[src/rtl/decoder_pipe.sv]
// -----------------------------------------------------------------------------
// decoder_pipe
//   Turns an SEL_W-bit code into a 2**SEL_W-bit word, with one registered
//   output stage. Valid/ready handshakes sit on both sides. It drives the
//   register-file write select and the bank select.
//
//   Decode modes (in_mode):
//     0  one-hot
//     1  thermometer
//     2  active-low one-hot
//     3  illegal: the word is zero and the sticky err flag is set
//   in_en = 0 gives an inactive word, which is all ones in mode 2.
//   ZERO_MASK = 1 keeps code 0 from ever driving its bit active.
//
//   The output register plus one skid register form a 2-entry buffer. This
//   keeps full throughput under backpressure. in_ready comes straight from a
//   register.
//
// Ports:
//   clk        rising-edge clock
//   rst_n      synchronous active-low reset
//   in_valid   input entry valid
//   in_ready   block can accept an entry
//   in_sel     code to decode
//   in_en      decode enable
//   in_mode    decode mode (see above)
//   out_valid  output entry valid
//   out_ready  consumer accepts
//   out_dec    decoded word
//   out_sel    echo of in_sel for the entry
//   err        sticky illegal-mode flag
//   err_clr    clears err (a set on the same edge wins)
// -----------------------------------------------------------------------------
module decoder_pipe #(
  parameter int SEL_W     = 2,
  parameter bit ZERO_MASK = 1'b0
) (
  input  logic                  clk,
  input  logic                  rst_n,
  input  logic                  in_valid,
  output logic                  in_ready,
  input  logic [SEL_W-1:0]      in_sel,
  input  logic                  in_en,
  input  logic [1:0]            in_mode,
  output logic                  out_valid,
  input  logic                  out_ready,
  output logic [2**SEL_W-1:0]   out_dec,
  output logic [SEL_W-1:0]      out_sel,
  output logic                  err,
  input  logic                  err_clr
);

  localparam int OUT_W = 2**SEL_W;

  logic [OUT_W-1:0] w_onehot;
  logic [OUT_W-1:0] w_therm;
  logic [OUT_W-1:0] w_dec;
  logic             w_accept;
  logic             w_pop;
  logic             w_out_load;
  logic             w_skid_valid_nxt;

  logic             r_in_ready;
  logic             r_out_valid;
  logic [OUT_W-1:0] r_out_dec;
  logic [SEL_W-1:0] r_out_sel;
  logic             r_skid_valid;
  logic [OUT_W-1:0] r_skid_dec;
  logic [SEL_W-1:0] r_skid_sel;
  logic             r_err;

  // Decode the incoming entry. The word is stored already decoded.
  // NOTE: every always_comb output gets a default first; a path that leaves
  // one unassigned would infer a latch.
  always_comb begin
    w_onehot         = '0;
    w_onehot[in_sel] = 1'b1;
    // (onehot << 1) - 1 sets bits 0..k. For k = OUT_W-1 the shift wraps to
    // zero, and zero minus one is all ones, which is the required result.
    w_therm = (w_onehot << 1) - OUT_W'(1);

    case (in_mode)
      2'd0:    w_dec = w_onehot;
      2'd1:    w_dec = w_therm;
      2'd2:    w_dec = ~w_onehot;
      default: w_dec = '0;
    endcase

    if (!in_en) begin
      w_dec = (in_mode == 2'd2) ? '1 : '0;
    end

    // Hard-wired zero register: bit 0 is always left at its inactive level.
    if (ZERO_MASK) begin
      w_dec[0] = (in_mode == 2'd2);
    end
  end

  assign w_accept   = in_valid & r_in_ready;
  assign w_pop      = r_out_valid & out_ready;
  assign w_out_load = ~r_out_valid | w_pop;
  // When the output slot frees up, the skid entry moves into it (or the skid
  // stays empty). Otherwise an accepted entry lands in the skid.
  assign w_skid_valid_nxt = w_out_load ? 1'b0 : (r_skid_valid | w_accept);

  // NOTE: sequential state uses non-blocking assignments only, so every
  // register samples its pre-edge inputs regardless of statement order.
  always_ff @(posedge clk) begin
    if (!rst_n) begin
      r_in_ready   <= 1'b0;
      r_out_valid  <= 1'b0;
      r_out_dec    <= '0;
      r_out_sel    <= '0;
      r_skid_valid <= 1'b0;
      r_err        <= 1'b0;
    end else begin
      r_in_ready   <= ~w_skid_valid_nxt;
      r_skid_valid <= w_skid_valid_nxt;

      if (w_out_load) begin
        if (r_skid_valid) begin
          r_out_valid <= 1'b1;
          r_out_dec   <= r_skid_dec;
          r_out_sel   <= r_skid_sel;
        end else if (w_accept) begin
          r_out_valid <= 1'b1;
          r_out_dec   <= w_dec;
          r_out_sel   <= in_sel;
        end else begin
          r_out_valid <= 1'b0;
        end
      end

      if (w_accept && in_mode == 2'd3) begin
        r_err <= 1'b1;
      end else if (err_clr) begin
        r_err <= 1'b0;
      end
    end
  end

  // NOTE: the skid payload has no reset. It is only read while r_skid_valid
  // is set, and that flag is reset.
  always_ff @(posedge clk) begin
    if (w_accept && !w_out_load) begin
      r_skid_dec <= w_dec;
      r_skid_sel <= in_sel;
    end
  end

  assign in_ready  = r_in_ready;
  assign out_valid = r_out_valid;
  assign out_dec   = r_out_dec;
  assign out_sel   = r_out_sel;
  assign err       = r_err;

endmodule

[config.mk]
export PLATFORM = sky130hd
export DESIGN_NAME = decoder_pipe
export DESIGN_NICKNAME = d
export VERILOG_FILES = /design/src/rtl/decoder_pipe.sv
export SDC_FILE = /design/constraint.sdc
export NUM_CORES = 1
export LEC_CHECK = 0
export CAP_MARGIN = 20
export CORE_UTILIZATION = 49
export CTS_BUF_LIST = sky130_fd_sc_hd__clkbuf_4
export DETAILED_ROUTE_END_ITERATION = 8
export GPL_TIMING_DRIVEN = 0
export PLACE_DENSITY = 0.8
export SLEW_MARGIN = 40
export SYNTH_ARGS = -nofsm -noshare
export SYNTH_HDL_FRONTEND = slang
export SYNTH_SLANG_ARGS = --single-unit
[constraint.sdc]
create_clock -name clk -period 1.28 [get_ports clk]
set_input_delay 0.128 -clock clk [delete_from_list [all_inputs] [get_ports clk]]
set_output_delay 0.128 -clock clk [all_outputs]
set_load 0.005 [all_outputs]
==> metrics.txt <==
status=finished, final reports clean; Max Buffers Root-to-Sink=2; Ports=19; sequential fraction of the synthesis area=around 52%; fraction of layout cells with a size suffix above 1=between 10% and 20%; PortBufs=18; Buf/Inv on CP=1; fin crit period=roughly 1.3 ns; worst min-delay path startpoint=in_sel[1]; register area=between 300 and 400 sq um; clk slew on worst S/H paths=0.09 ns; Placed Cells=104; arrival time at the worst endpoint=1.14 ns; Worst path slowest cell=clkdlybuf4s50_1; Rows=13; post-synth cell types=29; WL/cell=roughly 14 um; H-tree levels=1; detailed-route via count=just under 600; Net Count, Synth=81; initial antenna violation count=0; CTS Root Cell=clkbuf_4; Design Power=a little under 1 mW; r2r setup slk=0.07 ns; Initial Util=between 50% and 60%; Yosys Warn Count=0; Worst path max stage delay=0.51 ns; delay-heaviest family, CP=buffers and inverters; final hold vios=0; R2R depth=6; worst min path class=in2reg; Worst Hold Path EP=r_skid_sel[1]; crit share post-route=around 100%; end of the worst register-to-register path=out_dec[0]; Finished Layout Cells=110; number of max-cap violations=0; actual slew at the worst max-slew pin=approximately 0.4 ns; Hold Slack=roughly 0.26 ns; Post-synth ARST share=0%; Clock Skew=0.00303 ns; pre-CTS setup slack=-0.298 ns; layout filler cell count=94; Via density=roughly 5.4; FF+latch count, synth=16; Nets=107; Clock Latency Late Sink=0.28 ns; total clock sinks=16; Slew headroom=between 70% and 80%; final WL=about 1600 um; Worst EP required=~1.2 ns; height of the die=around 41 um; predominant post-synthesis flop cell=dfxtp_1; synthesized area=around 730 sq um; kind of critical path=reg2out; setup violators final=0; startpoint types=flip-flop; depth of the worst hold-timing path=1; most common cell after layout, fill and taps aside=nand2_1; Area Overhead vs Synth=40.2%; RSZ-0062 raised after global routing=true; chip width=between 40 and 50 um; maximum VDD drop=0.644 mV; CTS tree=done; worst-path fanout max=2; Post-Synthesis Cells=71; Die Area=~1600 sq um; cell area after layout=about 1000 sq um; PD cells=959 nW/um^2; Crit. End Element=output pin; Final ANT Viol Nets=0; Final Worst Setup Slack=roughly 0.0095 ns; largest net degree at the start of global routing=11; gr ovfl total=0; Worst R2R Start=r_skid_valid; Static Leak=roughly 0.49 nW; core area=roughly 1300 sq um; vias in the first global route=roughly 520; gr usage total=21.5%; DR DRC count=0; TritonRoute pass-1 iters=4; drt first-iter violations=9; post-synthesis area per instance=roughly 10 sq um; Final GP Congestion=between 0.6 and 0.7; crit-path cells=clkdlybuf4s50_1; HPWL Detailed=1040 um; first-pass GRT wire length=between 2000 and 2500 um; Post-CTS Hold Buffers=0; CTS Buf Count=3; Post-DP Area=approximately 930 sq um; area of the multi-input gates=between 300 and 400 sq um; commonest non-fill, non-tap cells in the layout=nand2_1 (10), clkdlybuf4s50_1 (9), dfxtp_1 (8), dlymetal6s2s_1 (8), edfxtp_1 (6); Slew Viols, Final=0; fmax=787 MHz; # diodes=0; number of synthesized flops with an enable pin=6
[through the flow]
| stage | TNS, ns | utilization (%) |
|---|---|---|
| final | 0 | 76.5 |
| after global placement | -2.78 | 69.5 |
| after detailed placement | -3.03 | 69.5 |
| after global routing | -0.0665 | 76.5 |
| after CTS | 0 | 71.4 |
| after floorplan | 0 | - |
[report_power, final]
group	internal, mW	switching (mW)
sequential	0.546	0.0102
combinational	0.0906	0.0758
clock	0.109	0.148
total	0.745	0.234
[logic make-up (layout without fill, tap and decap cells)]
group,count (synthesis),count (layout),share of synthesized area (%)
and+or+nand+nor,25,25,17.4
muxes,4,4,5.50
buffers and inverters,6,30,3.78
AOI/OAI and AO/OA,20,20,21.1
DFF,16,16,52.2
[cell usage after synthesis (2+ instances only)]
| library cell | number | area share [%] |
|---|---|---|
| a21oi_1 | 3 | 2.1 |
| and2_1 | 2 | 1.7 |
| dfxtp_1 | 10 | 27 |
| edfxtp_1 | 6 | 25 |
| inv_1 | 3 | 1.5 |
| mux2i_1 | 4 | 5.5 |
| nand2_1 | 10 | 5.2 |
| nand2b_1 | 4 | 3.4 |
| nand3_1 | 3 | 2.1 |
| nor2_1 | 2 | 1.0 |
| nor2b_1 | 2 | 1.7 |
| o211a_1 | 2 | 2.7 |
| o21ai_1 | 3 | 2.1 |
| o22ai_1 | 2 | 1.7 |
[per-layer routing]
metal | track usage (%) | up-vias | routed length [um]
li1 | - | 308 | -
met1 | 26.7 | 273 | 783
met2 | 36.1 | 14 | 749
met3 | 3.33 | 2 | 55
met4 | 10.0 | 0 | 5
met5 | 0 | - | 0
[flip-flops by register name (all words and copies together) (netlist names)]
register and cells:
r_skid_sel 2, out_valid 1, in_ready 1, err 1, r_skid_valid 1, out_dec 4, out_sel 2, r_skid_dec 4
[final cells by class]
class / instances / share of cell area [%]
Multi-Input combinational cell: 49 / 33.8
Timing Repair Buffer: 21 / 21.4
Tap cell: 15 / 1.84
Buffer: 3 / 1.84
Sequential cell: 16 / 37.7
Inverter: 3 / 1.10
Clock buffer: 3 / 2.21
[worst max-delay path by stage]
stage	startpoint	end	slack, ns	cells past startpoint
after detailed placement	in_mode[1]	out_dec[1]	-0.30	5
after global placement	in_sel[1]	out_dec[2]	-0.26	5
final	out_dec[1]	out_dec[1]	0.009	1
after CTS	r_skid_valid	out_dec[0]	0.005	6
after global routing	in_mode[0]	out_dec[1]	-0.03	5
after floorplan	r_skid_valid	out_sel[0]	0.14	5
[timing repair]
action	in CTS	in global routing
setup endpoints to repair	6	19
gates cloned	0	1
setup buffers	0	2
resized for setup	3	16
Power figures use the tool's default switching activity.
